$ cat config.mk
export PLATFORM = sky130hd
export DESIGN_NAME = reg_write_sched
export DESIGN_NICKNAME = d
export VERILOG_FILES = /design/src/rtl/reg_write_sched_pkg.sv /design/src/rtl/reg_write_sched_rr_arbiter.sv /design/src/rtl/reg_write_sched.sv
export SDC_FILE = /design/constraint.sdc
export NUM_CORES = 1
export LEC_CHECK = 0
export ABC_AREA = 1
export BUFFER_PORTS_ARGS = -buffer_cell sky130_fd_sc_hd__buf_2
export CORE_MARGIN = 2
export CORE_UTILIZATION = 48
export DETAILED_ROUTE_END_ITERATION = 10
export PLACE_DENSITY = 0.9
export SETUP_SLACK_MARGIN = 0.2
export SLEW_MARGIN = 20
export SYNTH_ARGS = -nofsm -noshare
export SYNTH_HDL_FRONTEND = slang
export SYNTH_SLANG_ARGS = --single-unit
export TNS_END_PERCENT = 1
$ cat constraint.sdc
create_clock -name clk -period 2 [get_ports clk]
set_input_delay 0.2 -clock clk [delete_from_list [all_inputs] [get_ports clk]]
set_output_delay 0.2 -clock clk [all_outputs]
set_load 0.01 [all_outputs]
$ cat src/rtl/reg_write_sched_pkg.sv
`default_nettype none
// ============================================================================
// Module      : reg_write_sched_pkg
// Description : Shared definitions for the register write scheduler: the
//               controller state encoding and the helper used to derive
//               address and pointer widths from the requester and register
//               counts.
// Ports       : none (package)
// Revision    : 1.0 - initial release
// ============================================================================
package reg_write_sched_pkg;

  // Controller states. IDLE and GRANT arbitrate identically; GRANT only
  // records that a grant was issued on the previous edge.
  typedef enum logic [1:0] {
    ST_IDLE  = 2'd0,
    ST_GRANT = 2'd1,
    ST_SWEEP = 2'd2
  } state_e;

  // ceil(log2(n)), never below 1, so that a count of one still gets a
  // legal one-bit index.
  function automatic int clog2_min1(input int n);
    return (n > 1) ? $clog2(n) : 1;
  endfunction

  // Default bank size and the register address width derived from it.
  localparam int RWS_NREG_DEFAULT = 8;
  localparam int RWS_AW_DEFAULT   = clog2_min1(RWS_NREG_DEFAULT);

endpackage : reg_write_sched_pkg
`default_nettype wire

$ cat src/rtl/reg_write_sched_rr_arbiter.sv
`default_nettype none
// ============================================================================
// Module      : rr_arbiter
// Description : Combinational round-robin arbiter. The requester at index
//               ptr_i has the highest priority, then ptr_i+1, wrapping
//               around. Output is one-hot, or all zero when nothing requests.
// Ports       : req_i  [N-1:0]  request vector
//               ptr_i  [PW-1:0] index of the highest-priority requester
//               gnt_o  [N-1:0]  one-hot grant
// Revision    : 1.0 - initial release
// ============================================================================
module rr_arbiter #(
  parameter int N  = 4,
  parameter int PW = (N > 1) ? $clog2(N) : 1
) (
  input  logic [N-1:0]  req_i,
  input  logic [PW-1:0] ptr_i,
  output logic [N-1:0]  gnt_o
);

  localparam logic [N-1:0] c_one = N'(1);

  logic [N-1:0]   w_req_rot;
  logic [N-1:0]   w_first;
  logic [2*N-1:0] w_gnt_dbl;

  always_comb begin
    // Rotate so the priority requester lands on bit 0.
    w_req_rot = N'({req_i, req_i} >> ptr_i);
    // Isolate the lowest set bit: first requester at or after the pointer.
    w_first   = w_req_rot & (~w_req_rot + c_one);
    // Rotate the winner back into requester numbering.
    w_gnt_dbl = {{N{1'b0}}, w_first} << ptr_i;
    gnt_o     = w_gnt_dbl[N-1:0] | w_gnt_dbl[2*N-1:N];
  end

endmodule : rr_arbiter
`default_nettype wire

$ cat src/rtl/reg_write_sched.sv
`default_nettype none
// ============================================================================
// Module      : reg_write_sched
// Description : Write scheduler for an external dff register bank. Grants one
//               requester per cycle in round-robin order and forwards its
//               address/data as a one-hot write enable plus broadcast data.
//               A sweep request zeroes the whole bank, one register per
//               cycle in ascending order, before arbitration resumes.
// Ports       : clk        clock, rising edge
//               clr        synchronous active-high reset
//               req        [NREQ]       per-requester level request
//               req_addr   [NREQ*AW]    per-requester register address
//               req_data   [NREQ*DW]    per-requester write data
//               sweep_req  single-cycle zero-all request
//               gnt        [NREQ]       one-hot grant pulse (registered)
//               wr_e       [NREG]       one-hot bank write enable (registered)
//               wr_data    [DW]         bank write data (registered)
//               busy       high while sweeping
//               sweep_done one-cycle pulse after the last sweep write
// Revision    : 1.0 - initial release
// ============================================================================
module reg_write_sched
  import reg_write_sched_pkg::*;
#(
  parameter int  NREQ = 4,
  parameter int  NREG = RWS_NREG_DEFAULT,
  parameter int  DW   = 8,
  localparam int AW   = clog2_min1(NREG),
  localparam int PW   = clog2_min1(NREQ)
) (
  input  logic                 clk,
  input  logic                 clr,
  input  logic [NREQ-1:0]      req,
  input  logic [NREQ*AW-1:0]   req_addr,
  input  logic [NREQ*DW-1:0]   req_data,
  input  logic                 sweep_req,
  output logic [NREQ-1:0]      gnt,
  output logic [NREG-1:0]      wr_e,
  output logic [DW-1:0]        wr_data,
  output logic                 busy,
  output logic                 sweep_done
);

  localparam logic [NREG-1:0] c_we_one   = NREG'(1);
  localparam logic [AW-1:0]   c_idx_one  = AW'(1);
  localparam logic [AW-1:0]   c_idx_last = AW'(NREG - 1);
  localparam logic [PW-1:0]   c_ptr_one  = PW'(1);
  localparam logic [PW-1:0]   c_ptr_last = PW'(NREQ - 1);

  state_e            state_q, state_d;
  logic [PW-1:0]     ptr_q, ptr_d;
  logic [AW-1:0]     idx_q, idx_d;
  logic [NREQ-1:0]   gnt_q, gnt_d;
  logic [NREG-1:0]   wr_e_q, wr_e_d;
  logic [DW-1:0]     wr_data_q, wr_data_d;
  logic              busy_q, busy_d;
  logic              done_q, done_d;

  logic [NREQ-1:0]   w_arb_gnt;
  logic [PW-1:0]     w_win_idx;
  logic [PW-1:0]     w_ptr_nxt;
  logic [AW-1:0]     w_sel_addr;
  logic [DW-1:0]     w_sel_data;
  logic [AW-1:0]     w_idx_inc;

  rr_arbiter #(
    .N  (NREQ),
    .PW (PW)
  ) u_rr_arbiter (
    .req_i (req),
    .ptr_i (ptr_q),
    .gnt_o (w_arb_gnt)
  );

  // Winner index and its address/data slices, selected by the one-hot grant.
  always_comb begin
    w_win_idx  = '0;
    w_sel_addr = '0;
    w_sel_data = '0;
    for (int i = 0; i < NREQ; i++) begin
      if (w_arb_gnt[i]) begin
        w_win_idx  = PW'(i);
        w_sel_addr = req_addr[i*AW +: AW];
        w_sel_data = req_data[i*DW +: DW];
      end
    end
  end

  // Priority restarts just after the requester that was granted.
  assign w_ptr_nxt = (w_win_idx == c_ptr_last) ? '0 : (w_win_idx + c_ptr_one);
  // Sweep index wraps naturally since NREG is a power of two.
  assign w_idx_inc = idx_q + c_idx_one;

  always_comb begin
    state_d   = state_q;
    ptr_d     = ptr_q;
    idx_d     = idx_q;
    gnt_d     = '0;
    wr_e_d    = '0;
    wr_data_d = '0;
    busy_d    = 1'b0;
    done_d    = 1'b0;

    unique case (state_q)
      ST_IDLE, ST_GRANT: begin
        if (sweep_req) begin
          // Sweep beats any pending request; register 0 is zeroed first.
          state_d = ST_SWEEP;
          idx_d   = '0;
          wr_e_d  = c_we_one;
          busy_d  = 1'b1;
        end else if (|req) begin
          state_d   = ST_GRANT;
          gnt_d     = w_arb_gnt;
          wr_e_d    = c_we_one << w_sel_addr;
          wr_data_d = w_sel_data;
          ptr_d     = w_ptr_nxt;
        end else begin
          state_d = ST_IDLE;
        end
      end

      ST_SWEEP: begin
        // idx_q is the register whose write enable is currently driven.
        if (idx_q == c_idx_last) begin
          state_d = ST_IDLE;
          idx_d   = '0;
          done_d  = 1'b1;
        end else begin
          idx_d  = w_idx_inc;
          wr_e_d = c_we_one << w_idx_inc;
          busy_d = 1'b1;
        end
      end

      default: begin
        state_d = ST_IDLE;
      end
    endcase
  end

  always_ff @(posedge clk) begin
    if (clr) begin
      state_q   <= ST_IDLE;
      ptr_q     <= '0;
      idx_q     <= '0;
      gnt_q     <= '0;
      wr_e_q    <= '0;
      wr_data_q <= '0;
      busy_q    <= 1'b0;
      done_q    <= 1'b0;
    end else begin
      state_q   <= state_d;
      ptr_q     <= ptr_d;
      idx_q     <= idx_d;
      gnt_q     <= gnt_d;
      wr_e_q    <= wr_e_d;
      wr_data_q <= wr_data_d;
      busy_q    <= busy_d;
      done_q    <= done_d;
    end
  end

  assign gnt        = gnt_q;
  assign wr_e       = wr_e_q;
  assign wr_data    = wr_data_q;
  assign busy       = busy_q;
  assign sweep_done = done_q;

endmodule : reg_write_sched
`default_nettype wire

Word-level counts from Yosys, hierarchy flattened
Index checks and enable logic that the tools add are counted.
- bits in registers: 29
- input port bits: 51
- output and inout bits: 22
- word-level logic and storage cells: 63
- add/subtract/negate cells: 3
- eq/ne operators: 6
- shift operators: 4
- mux-type cells: 27
- bitwise operators: 7
- reductions and logical operators: 8
- operators with widths (operator ; number):
    $mux 8 ; 7
    $mux 3 ; 6
    $pmux 8 s2 ; 1
    $shl 1x3->8 const A ; 2
    $mux 2 ; 5
    $reduce_or 4->1 ; 2
    $shl 4x2->8 ; 1
    $shr 8x2->4 ; 1
    $pmux 3 s2 ; 1
    $mux 1 ; 5
    $add 4x1->4 const B ; 1
    $and 4x4->4 ; 1
    $eq 2x2->1 const B ; 2
    $ne 2x2->1 const B ; 2
    $not 1->1 ; 4
    $not 4->4 ; 1
    $or 4x4->4 ; 1
    $pmux 2 s2 ; 1
    $reduce_or 2->1 ; 2
    $add 3x1->3 const B ; 1
    $eq 3x3->1 const B ; 1
    $reduce_and 3->1 ; 1
    $add 2x1->2 const B ; 1
    $eq 2x1->1 const B ; 1
    other kinds (4) ; 4

Longest topological paths before layout
Gate-level depths: netlist of the first run.
- depth after elaboration: 14
- depth in mapped cells: 17
- depth with buffers taken out: 16

Hierarchy
Synthesis of the first run repeated with hierarchy kept, for this count alone.
- cells, all modules: 259
- area, all modules: 1826.8 um2
- modules (own cells, without submodules) (module ; times used ; cells an instance ; area each (um2) ; sequential area each (um2)):
    reg_write_sched ; 1 ; 202 ; 1519.0 ; 580.6
    rr_arbiter ; 1 ; 57 ; 307.8 ; 0.0

Worst setup path after synthesis of the first run
OpenSTA, ideal clock, no wires.
- kind: reg-to-reg
- start point: register ptr_q[1]
- end point: register ptr_q[1]
- library setup time: 0.135 ns
- data arrival time: 1.511 ns
- required time: 1.865 ns
- setup slack: 0.354 ns
- stages on the path, launching flop included: 12
- path buffers: 1
- period minus slack after synthesis: 1.646 ns
- cell sequence: dfxtp_1 buf_6 inv_4 nand3_1 nand2_2 inv_2 nand3_2 nand3_1 nand2_1 clkinv_1 o21ai_0 a21oi_1
- cells in the longest elaborated chain, start to end: 11
- elaborated cells on any way between the ends: 12
- those cells by class: add/sub: 2; eq/ne: 1; shift: 2; mux: 4; bitwise: 3
- RTL lines (what ; RTL line ; text):
    from (decl) ; reg_write_sched.sv:51 ; logic [PW-1:0] ptr_q, ptr_d;
    from (signal assigned) ; reg_write_sched.sv:154 ; ptr_q <= ptr_d;
    $shr 8x2->4 ; reg_write_sched_rr_arbiter.sv:29 ; w_req_rot = N'({req_i, req_i} >> ptr_i);
    $not 4->4 ; reg_write_sched_rr_arbiter.sv:31 ; w_first = w_req_rot & (~w_req_rot + c_one);
    $add 4x1->4 ; reg_write_sched_rr_arbiter.sv:31 ;
    $and 4x4->4 ; reg_write_sched_rr_arbiter.sv:31 ;
    $shl 4x2->8 (*) ; reg_write_sched_rr_arbiter.sv:33 ; w_gnt_dbl = {{N{1'b0}}, w_first} << ptr_i;
    $or 4x4->4 (*) ; reg_write_sched_rr_arbiter.sv:34 ; gnt_o = w_gnt_dbl[N-1:0] | w_gnt_dbl[2*N-1:N];
    $mux 1 ; reg_write_sched.sv:81 ; if (w_arb_gnt[i]) begin
    $mux 2 ; reg_write_sched.sv:81 ;
    $mux 2 (*) ; reg_write_sched.sv:81 ;
    $add 2x1->2 / $eq 2x2->1 (equally long branches) ; reg_write_sched.sv:90 ; assign w_ptr_nxt = (w_win_idx == c_ptr_last) ? '0 : (w_win_idx + c_ptr_one);
    $mux 2 (*) ; reg_write_sched.sv:90 ;
Mark *: on every way between the ends. The rest lies on a longest branch, timed or not.
A chain may end at the register's enable or synchronous reset.

Worst setup path in the final report of the first run
- start point: register ptr_q[0]
- end point: register wr_e_q[7] (netlist: wr_e[7])
- cells in the longest elaborated chain, start to end: 14
- RTL lines (what ; RTL line ; text):
    $shr 8x2->4 ; reg_write_sched_rr_arbiter.sv:29 ;
    $not 4->4 ; reg_write_sched_rr_arbiter.sv:31 ;
    $add 4x1->4 ; reg_write_sched_rr_arbiter.sv:31 ;
    $and 4x4->4 ; reg_write_sched_rr_arbiter.sv:31 ;
    $shl 4x2->8 (*) ; reg_write_sched_rr_arbiter.sv:33 ;
    $or 4x4->4 (*) ; reg_write_sched_rr_arbiter.sv:34 ;
    $mux 3 (3 in series) ; reg_write_sched.sv:81 ;
    $mux 3 (*) ; reg_write_sched.sv:81 ;
    $shl 1x3->8 (*) ; reg_write_sched.sv:115 ; wr_e_d = c_we_one << w_sel_addr;
    $mux 8 (*) ; reg_write_sched.sv:112 ; end else if (|req) begin
    $mux 8 (*) ; reg_write_sched.sv:106 ; if (sweep_req) begin
    $pmux 8 s2 (*) ; reg_write_sched.sv:104 ; unique case (state_q)
    to (signal assigned) ; reg_write_sched.sv:157 ; wr_e_q <= wr_e_d;
    to (decl) ; reg_write_sched.sv:54 ; logic [NREG-1:0] wr_e_q, wr_e_d;
Marked as above.

==> results.cfg, run 1 <==
[outcome]
outcome = finished clean

[timing]
worst_pin_slew_ns = 0.3882
hold_viol_final = 0
finClkSkew_ns = 0.01230
rsz0062_at_grt = true
setup_violations = 0
period_needed_ns = 1.952
fin_crit_sh_pct = 97.59
fmax_mhz = 512.4
finalMaxSlewViolations = 0
relSlewSlack_pct = 74.12

[setup_path]
cp-end-kind = flop
ff2ff_setup_slack_ns = 0.05
cp-start-kind = flop
rr_worst_depth = 12
path_max_fanout = 7
crit_required_ns = 2.22
arrival_ns = 2.17
slowest_stage = dfxtp_4
r2r-start = ptr_q[0]$_SDFFE_PP0P_
crit_buf_inv = 1
worstReg2RegEnd = wr_e[7]$_SDFF_PP0_
cp_slowest_stage_delay_ns = 0.43
path_cells = inv_8 > nand2_4 > nand3_4 > nand2_4 > nand4_1 > nand3_4 > nand3_4 > nand4_4 > nand2_2 > nor2_2 > nor2_1 > nor2_1
cp_top_family = simple AND/OR/NAND/NOR gates
crit_top_cell = nand3_4
critPathKind = reg2reg

[placement]
place_hpwl_um = 3643
numPortBuffers = 72
placed_area_mm2 = 0.002206
routabilityCongestion = 0.8755

[clocking]
insertion_delay_ns = 0.29
clockBufferDepth = 2
root_buffer = clkbuf_8
cts_inserted_buffers = 5
path_clk_slew_ns = 0.08
cts_tree = built
cts_sinks = 29
htree_levels = 2

[run]
cap_violations = 0

[cells_and_area]
diodes = 0
num-fill-cells = 297
nets = 378
area_delta_synth_final_pct = 43.31
final_area_mm2 = 0.002575
fin_util_pct = 70.87
final_layout_size_suffix_gt1_share_pct = 49.07

[synthesis]
ys_seq_area_share_pct = 32.31
synth_cell_types = 28
syn_avg_cell_area_um2 = 7.455
synth_area_mm2 = 0.001797
syn_nets = 298
syn-instance-count = 241
yosysWarnings = 0
ys_ff_latch = 29

[floorplanning]
start_util_pct = 49.45
io_pins = 73
rows = 22
die_area_mm2 = 0.004248
die-height_um = 65.18
core_mm2 = 0.003633
die_w_um = 65.18

[grt]
grt_antenna_before_repair = 0
grt_usage_pct = 22.67
grt_overflow_total = 0
grt_max_degree = 19
grt_pass1_wl_um = 7569
grt_pass1_vias = 1812

[pwr]
total_power_mw = 2.833
leakage_nw = 1.191
pwr_density_cell_mw_per_mm2 = 1100
peakVddDrop_uv = 654.0

[drt]
drc = 0
avgViaCountPerCell = 5.508
antenna_left = 0
vias = 2038
wl_um = 5708
routedWlPerCell_um = 15.43
drtIter0Drc = 86
drtPass1Iterations = 4

[hold_path]
whs_path_depth = 3
hold_start = req_data[2]
hold-path-endpoint = wr_data[2]$_SDFF_PP0_
hp-class = in2reg
## synth_stat cells
cell / n / area (µm²)
a211oi_1: 1 / 7.510
a21boi_0: 1 / 7.510
a21oi_1: 9 / 45.04
a21oi_2: 3 / 26.28
a31oi_1: 1 / 6.260
a41oi_1: 8 / 70.07
buf_6: 3 / 33.78
clkbuf_1: 2 / 7.510
clkinv_1: 1 / 3.750
dfxtp_1: 29 / 580.6
ha_1: 6 / 75.07
inv_1: 20 / 75.07
inv_2: 2 / 7.510
inv_4: 1 / 6.260
inv_6: 1 / 8.760
nand2_1: 61 / 229.0
nand2_2: 7 / 43.79
nand2_4: 2 / 22.52
nand3_1: 15 / 75.07
nand3_2: 18 / 180.2
nand3b_4: 2 / 40.04
nand4_1: 2 / 12.51
nand4_2: 3 / 37.54
nor2_1: 28 / 105.1
nor2_2: 2 / 12.51
nor2_4: 2 / 22.52
nor3_1: 2 / 10.01
o21ai_0: 9 / 45.04
## worst max path at each step
stage                           from                     to  depth (start not counted)
6_report       ptr_q[0]$_SDFFE_PP0P_     wr_e[7]$_SDFF_PP0_                         12
5_1_grt        ptr_q[0]$_SDFFE_PP0P_     wr_e[7]$_SDFF_PP0_                         12
4_1_cts        ptr_q[0]$_SDFFE_PP0P_     wr_e[0]$_SDFF_PP0_                         12
3_5_place_dp   ptr_q[0]$_SDFFE_PP0P_  ptr_q[1]$_SDFFE_PP0P_                         11
3_3_place_gp   ptr_q[0]$_SDFFE_PP0P_  ptr_q[1]$_SDFFE_PP0P_                         11
2_1_floorplan  ptr_q[1]$_SDFFE_PP0P_  ptr_q[1]$_SDFFE_PP0P_                         11
## registers in the layout (all words and copies together) (netlist names)
name and flops:
ptr_q 2, busy 1, state_q 2, idx_q 3, sweep_done 1, wr_data 8, wr_e 8, gnt 4
## stage by stage
step / hold WS, ns / setup WS, ns / std cells / setup TNS, ns
after floorplan: 0.3711 / 0.3535 / 241 / 0
after global placement: 0.4552 / 0.08489 / 360 / 0
after detailed placement: 0.4679 / -0.01940 / 360 / -0.01940
after CTS: 0.2014 / 0.1356 / 368 / 0
after global routing: 0.1978 / -0.04807 / 370 / -0.1041
final: 0.1905 / 0.04830 / 370 / 0
## layer usage
| layer | vias up | global-route usage, % | share of wire (%) |
|---|---|---|---|
| li1 | 959 | - | - |
| met1 | 943 | 26.68 | 38 |
| met2 | 113 | 37.63 | 51 |
| met3 | 23 | 5.651 | 7.8 |
| met4 | 0 | 12.50 | 3.0 |
| met5 | - | 0 | 0 |
## cell usage in the layout (no fill, tap or decap), types with 3 or more instances in the layout
cell      Yosys  routed
o21ai_0       9       9
buf_2         0      72
nor2_1       28      22
nand2_1      61      55
a21oi_1       9       7
ha_1          6       6
dfxtp_1      29      27
nand3_4       0      15
inv_2         2       5
inv_1        20      16
a41oi_1       8       8
nand4_4       0       3
nand3_2      18      11
nand2_2       7       8
nand3_1      15       7
nor2_4        2       5
clkbuf_8      0       5
a21oi_2       3       5
nor2_2        2       5
clkinv_2      0       3
buf_4         0       6
nand2_4       2       7
## worst min-delay path: cells and delay by family
family,cells,cell delay [ns]
simple gates,1,0.06
compound gates,1,0.08
buf+inv,1,0.10
## layout make-up
| type | instances | area [µm²] | share of cell area, % |
|---|---|---|---|
| tap | 48 | 60.06 | 2.332 |
| multi-input combinational | 182 | 1330 | 51.65 |
| timing repair buffer | 78 | 405.4 | 15.74 |
| sequential | 29 | 585.6 | 22.74 |
| inverter | 25 | 107.6 | 4.179 |
| clock inverter | 3 | 17.52 | 0.6803 |
| clock buffer | 5 | 68.82 | 2.672 |
## logic make-up (layout without fill, tap and decap cells)
| kind of cell | count (synthesis) | in the layout | synth area share (%) |
|---|---|---|---|
| adder cells (fa/ha/maj) | 6 | 6 | 4.178 |
| AO/OA/AOI/OAI | 32 | 32 | 11.56 |
| buffers and inverters | 30 | 111 | 7.939 |
| AND/OR/NAND/NOR | 144 | 144 | 44.01 |
| flip-flops | 29 | 29 | 32.31 |
## power breakdown
| group | total [mW] | internal, mW | switching, mW |
|---|---|---|---|
| sequential | 0.707 | 0.656 | 0.0514 |
| combinational | 1.64 | 0.565 | 1.08 |
| clock | 0.482 | 0.240 | 0.243 |
| total | 2.83 | 1.46 | 1.37 |
## timing repair
item | CTS | global route
gates resized for setup | 3 | 55
hold buffers | 0 | 0
setup endpoints to repair | 18 | 18
setup buffers | 0 | 2
hold endpoints to repair | 0 | 0
pin swaps | 0 | 18
Note: power is estimated with default switching activity, not from simulation.
==> run 2: changes to the inputs <==
- REMOVE_ABC_BUFFERS: not set -> 1
==> run 2 against run 1 <==
Die area unchanged. Via count fell by 7.3%. Final cell count shrank 0.54%. Non-clock buffer count decreased by 2. Clock-buffer cell count unchanged. Core utilization shrank 5.7 points. Clock power rose by 49%. Largest cell class unchanged. Highest routed layer unchanged.
==> results.cfg, run 2 (synthesized netlist as in run 1, its figures left out) <==
[pwr]
leakage_nw = 1.172
total_power_mw = 2.659
clock_power_share_pct = 27.1
p_sw_mw = 1.091
pwr_density_cell_mw_per_mm2 = 1123
swShare_pct = 41.04
pwr-share-comb_pct = 46.7
power.internal_mw = 1.568
p_seq_share_pct = 26.3
peakVddDrop_uv = 573.1

[timing]
period_needed_ns = 1.798
finClkSkew_ns = 0.005193
timing.final.ws_setup_ns = 0.2020
whs_ns = 0.1878
fmax_mhz = 556.2
finalSetupTns_ns = 0
relSlewSlack_pct = 76.75
worst_pin_slew_ns = 0.3483
finalMaxSlewViolations = 0
rsz0062_at_grt = true
fin_crit_sh_pct = 89.90
hold_viol_final = 0
setup_violations = 0

[grt]
grt_usage_pct = 22.52
grt_overflow_total = 0
grt_antenna_before_repair = 0
grt_pass1_wl_um = 7507
grt_max_degree = 19
grt_pass1_vias = 1798

[cells_and_area]
final_layout_size_suffix_gt1_share_pct = 41.88
nets = 376
final_cell_mix = buf_2 (72), nand2_1 (61), dfxtp_1 (27), nor2_1 (26)
diodes = 0
final_area_mm2 = 0.002369
area_delta_synth_final_pct = 31.82
stdcell_count = 368
fin_util_pct = 65.19
num-fill-cells = 327
layout_commonest_cell = buf_2

[clocking]
cts_sinks = 29
clockBufferDepth = 2
insertion_delay_ns = 0.28
cts_inserted_buffers = 5
cts_tree = built
htree_levels = 2
path_clk_slew_ns = 0.06
root_buffer = clkbuf_8

[floorplanning]
die-height_um = 65.18
die_area_mm2 = 0.004248
start_util_pct = 49.45
io_pins = 73
core_mm2 = 0.003633
die_w_um = 65.18
rows = 22

[setup_path]
cp_top_family = simple AND/OR/NAND/NOR gates
r2r-start = ptr_q[0]$_SDFFE_PP0P_
cp_slowest_stage_delay_ns = 0.40
worstReg2RegEnd = wr_e[4]$_SDFF_PP0_
slowest_stage = dfxtp_4
cp-start-kind = flop
crit_required_ns = 2.22
rr_worst_depth = 14
cp-end-kind = flop
path_cells = inv_6 > nand2_2 > nand3_2 > nand2_4 > nand2_4 > nor2_4 > nand2_2 > nand3_2 > nand3_2 > nand3_1 > nor2_1 > nor2_4 > nand2_1 > a21oi_2
arrival_ns = 2.02
ff2ff_setup_slack_ns = 0.20
critPathKind = reg2reg
crit_top_cell = nand3_2
path_max_fanout = 10
crit_buf_inv = 1

[drt]
antenna_left = 0
vias = 1889
drtIter0Drc = 94
wl_um = 4536
drtPass1Iterations = 4
drc = 0
avgViaCountPerCell = 5.133
routedWlPerCell_um = 12.33

[hold_path]
hold-path-endpoint = wr_data[7]$_SDFF_PP0_
hp-class = in2reg
whs_path_depth = 3
hold_start = req_data[7]

[placement]
placed_area_mm2 = 0.002198
dp_cells = 359
place_hpwl_um = 3460
dpl_worst_slack_ns = -0.04325
routabilityCongestion = 0.8481
numPortBuffers = 72

[outcome]
outcome = finished clean

[run]
cap_violations = 0
run 2: cell type report:
class / count / area (µm²) / share of cell area, %
well taps: 48 / 60.06 / 2.536
flip-flops and latches: 29 / 588.1 / 24.83
repair buffers: 76 / 390.4 / 16.48
multi-input cells: 182 / 1094 / 46.17
inverters: 25 / 102.6 / 4.332
clock inverters: 3 / 65.06 / 2.747
clock buffers: 5 / 68.82 / 2.905
run 2: routing by layer:
layer  part of all wire, %  global-route usage (%)  up-vias
met5                     0                       0        -
met4                   2.7                   8.333        0
met3                   6.9                   7.534       15
met2                    48                   39.41       67
met1                    42                   25.27      851
li1                      -                       -      956
run 2: worst max path at each step:
stage | from | endpoint | slack (ns) | cells past startpoint
3_3_place_gp | ptr_q[0]$_SDFFE_PP0P_ | ptr_q[1]$_SDFFE_PP0P_ | 0.07 | 11
4_1_cts | ptr_q[0]$_SDFFE_PP0P_ | wr_e[4]$_SDFF_PP0_ | 0.21 | 14
6_report | ptr_q[0]$_SDFFE_PP0P_ | wr_e[4]$_SDFF_PP0_ | 0.20 | 14
2_1_floorplan | ptr_q[1]$_SDFFE_PP0P_ | ptr_q[1]$_SDFFE_PP0P_ | 0.18 | 11
3_5_place_dp | ptr_q[0]$_SDFFE_PP0P_ | ptr_q[1]$_SDFFE_PP0P_ | -0.04 | 11
5_1_grt | ptr_q[0]$_SDFFE_PP0P_ | wr_e[3]$_SDFF_PP0_ | 0.006 | 13
run 2: what timing repair did:
item                       CTS  global route
hold endpoints to repair     0             0
hold buffers                 0             0
pin swaps                    0             1
resized for setup            7             4
setup buffers                1             0
setup endpoints to repair   18            18
run 2: power by group through the flow:
stage / Sequential (mW) / Combinational [mW] / Clock (mW)
global placement: 0.706 / 1.14 / 0
floorplan: 0.747 / 0.817 / 0
detailed placement: 0.709 / 1.18 / 0
finish: 0.699 / 1.24 / 0.719
global route: 0.705 / 1.38 / 0.754
CTS: 0.699 / 1.21 / 0.732
run 2: tightest hold or removal path: stages:
cell and delay (ns):
buf_2 0.09, nand2_1 0.05, a41oi_1 0.08
==> run 3: changes to the inputs <==
- CORE_UTILIZATION: 48 -> 35
- PLACE_DENSITY: 0.9 -> 0.71
==> run 3 against run 2 <==
Power increased by 2.2%. Worst hold slack improved by 0.0048 ns. Clock power down 34%. First-iteration DRC count fell by 53%. Sequential share of layout area decreased by 2.0 points. Worst setup slack got worse by 0.070 ns. Cell area grew 8.7%. Die area is 35% higher. Register-to-register slack worse by 0.07 ns. Critical endpoint is now wr_e[3]$_SDFF_PP0_. Largest cell class unchanged. Critical path depth decreased by 2. Sequential power up 2%.
==> results.cfg, run 3 (synthesized netlist as in run 1, its figures left out) <==
[setup_path]
crit_buf_inv = 1
crit_required_ns = 2.15
path_cells = nand2_2 > nand3_4 > nand2_4 > buf_4 > nand3_2 > nand3_2 > nand3_2 > nand4_4 > nand2_2 > nor2_1 > nor2_1 > nor2_1
ff2ff_setup_slack_ns = 0.13
arrival_ns = 2.02
r2r-start = ptr_q[0]$_SDFFE_PP0P_
path_max_fanout = 6
rr_worst_depth = 12
cp_slowest_stage_delay_ns = 0.41
cp-start-kind = flop
critPathKind = reg2reg
cp-end-kind = flop
slowest_stage = dfxtp_4
worstReg2RegEnd = wr_e[3]$_SDFF_PP0_
cp_top_family = simple AND/OR/NAND/NOR gates

[cells_and_area]
nets = 380
final_area_mm2 = 0.002574
num-fill-cells = 484
fin_util_pct = 51.04
final_layout_size_suffix_gt1_share_pct = 49.54
area_delta_synth_final_pct = 43.25
layout_commonest_cell = buf_2
diodes = 0
final_cell_mix = buf_2 (72), nand2_1 (54), dfxtp_1 (27), nor2_1 (23), nand3_2 (20)

[drt]
routedWlPerCell_um = 12.14
antenna_left = 0
drtPass1Iterations = 4
avgViaCountPerCell = 4.774
drtIter0Drc = 44
drc = 0
wl_um = 4772
vias = 1876

[timing]
worst_pin_slew_ns = 0.3487
finalMaxSlewViolations = 0
period_needed_ns = 1.868
hold_viol_final = 0
rsz0062_at_grt = true
fin_crit_sh_pct = 93.39
fmax_mhz = 535.4
relSlewSlack_pct = 76.73
setup_violations = 0
finClkSkew_ns = 0.005655

[hold_path]
hold-path-endpoint = wr_data[0]$_SDFF_PP0_
hold_start = req_data[0]
hp-class = in2reg
whs_path_depth = 3

[grt]
grt_overflow_total = 0
top_usage_layer = met2
grt_pass1_vias = 1620
use_met1_pct = 20.68
global_route.usage.met2_pct = 25.80
grt_max_degree = 19
grt_antenna_before_repair = 0
grt_use_met3_pct = 4.101
grt_usage_pct = 16.05
grt_pass1_wl_um = 7003

[pwr]
peakVddDrop_uv = 401.4
leakage_nw = 1.205
pwr_density_cell_mw_per_mm2 = 1056

[outcome]
outcome = finished clean

[placement]
placed_area_mm2 = 0.002226
numPortBuffers = 72
place_hpwl_um = 3475
routabilityCongestion = 0.8557

[floorplanning]
start_util_pct = 35.63
die-height_um = 75.65
rows = 26
core_mm2 = 0.005042
die_area_mm2 = 0.005723
io_pins = 73
die_w_um = 75.65

[clocking]
hold_buffers = 0
cts_tree = built
insertion_delay_ns = 0.28
path_clk_slew_ns = 0.06
cts_sinks = 29
root_buffer = clkbuf_8
htree_levels = 2
clockBufferDepth = 2
cts_inserted_buffers = 5

[run]
cap_violations = 0
==> run 3: repair_timing <==
item                                    4_1_cts  5_1_grt
endpoints found under the setup margin       19       18
resized for setup                             7       49
gates cloned                                  0        1
buffers inserted                              0        4
pin swaps                                     0       21
==> run 3: layout make-up <==
class / count / area, µm² / area share [%]
multi-input combinational: 182 / 1272 / 49.44
tap: 70 / 87.58 / 3.403
clock buffer: 6 / 82.58 / 3.209
timing repair inverter: 1 / 6.256 / 0.2431
inverter: 25 / 112.6 / 4.375
sequential: 29 / 588.1 / 22.85
clock inverter: 1 / 7.507 / 0.2917
timing repair buffer: 79 / 416.7 / 16.19
==> run 3: worst reg2reg max path, stage by stage (launching register included) <==
cell and delay [ns]:
dfxtp_4 0.41, nand2_2 0.11, nand3_4 0.11, nand2_4 0.08, buf_4 0.14, nand3_2 0.08
nand3_2 0.16, nand3_2 0.17, nand4_4 0.16, nand2_2 0.10, nor2_1 0.05, nor2_1 0.12
nor2_1 0.05
==> run 3: worst max path at each step <==
stage,end,from,depth (start not counted),slack [ns]
6_report,wr_e[3]$_SDFF_PP0_,ptr_q[0]$_SDFFE_PP0P_,12,0.13
5_1_grt,wr_e[3]$_SDFF_PP0_,ptr_q[0]$_SDFFE_PP0P_,13,-0.01
4_1_cts,wr_e[0]$_SDFF_PP0_,ptr_q[0]$_SDFFE_PP0P_,12,0.20
3_5_place_dp,ptr_q[1]$_SDFFE_PP0P_,ptr_q[0]$_SDFFE_PP0P_,11,-0.12
3_3_place_gp,ptr_q[1]$_SDFFE_PP0P_,ptr_q[0]$_SDFFE_PP0P_,11,-0.03
2_1_floorplan,ptr_q[1]$_SDFFE_PP0P_,ptr_q[1]$_SDFFE_PP0P_,11,0.18
==> run 3: per-stage QoR <==
step           setup slack, ns  TNS (ns)  std cells  hold slack (ns)  total power, mW
2_1_floorplan           0.1795         0        236           0.2624            1.564
3_3_place_gp          -0.03103  -0.03103        381           0.4605            1.868
3_5_place_dp           -0.1203   -0.6287        381           0.4683            1.882
4_1_cts                 0.1954         0        388           0.1879            2.386
5_1_grt               -0.01052  -0.01052        393           0.1834            2.936
6_report                0.1322         0        393           0.1926            2.717
==> run 3: where the power goes <==
| part | internal [mW] | switching, mW |
|---|---|---|
| logic | 0.554 | 0.977 |
| clock network | 0.271 | 0.205 |
| registers | 0.658 | 0.0518 |
| total | 1.48 | 1.23 |
==> run 3: layer usage <==
layer	vias up	wire length (µm)
met1	836	1989
met4	0	29
met3	4	344
met2	69	2408
li1	967	-
met5	-	0
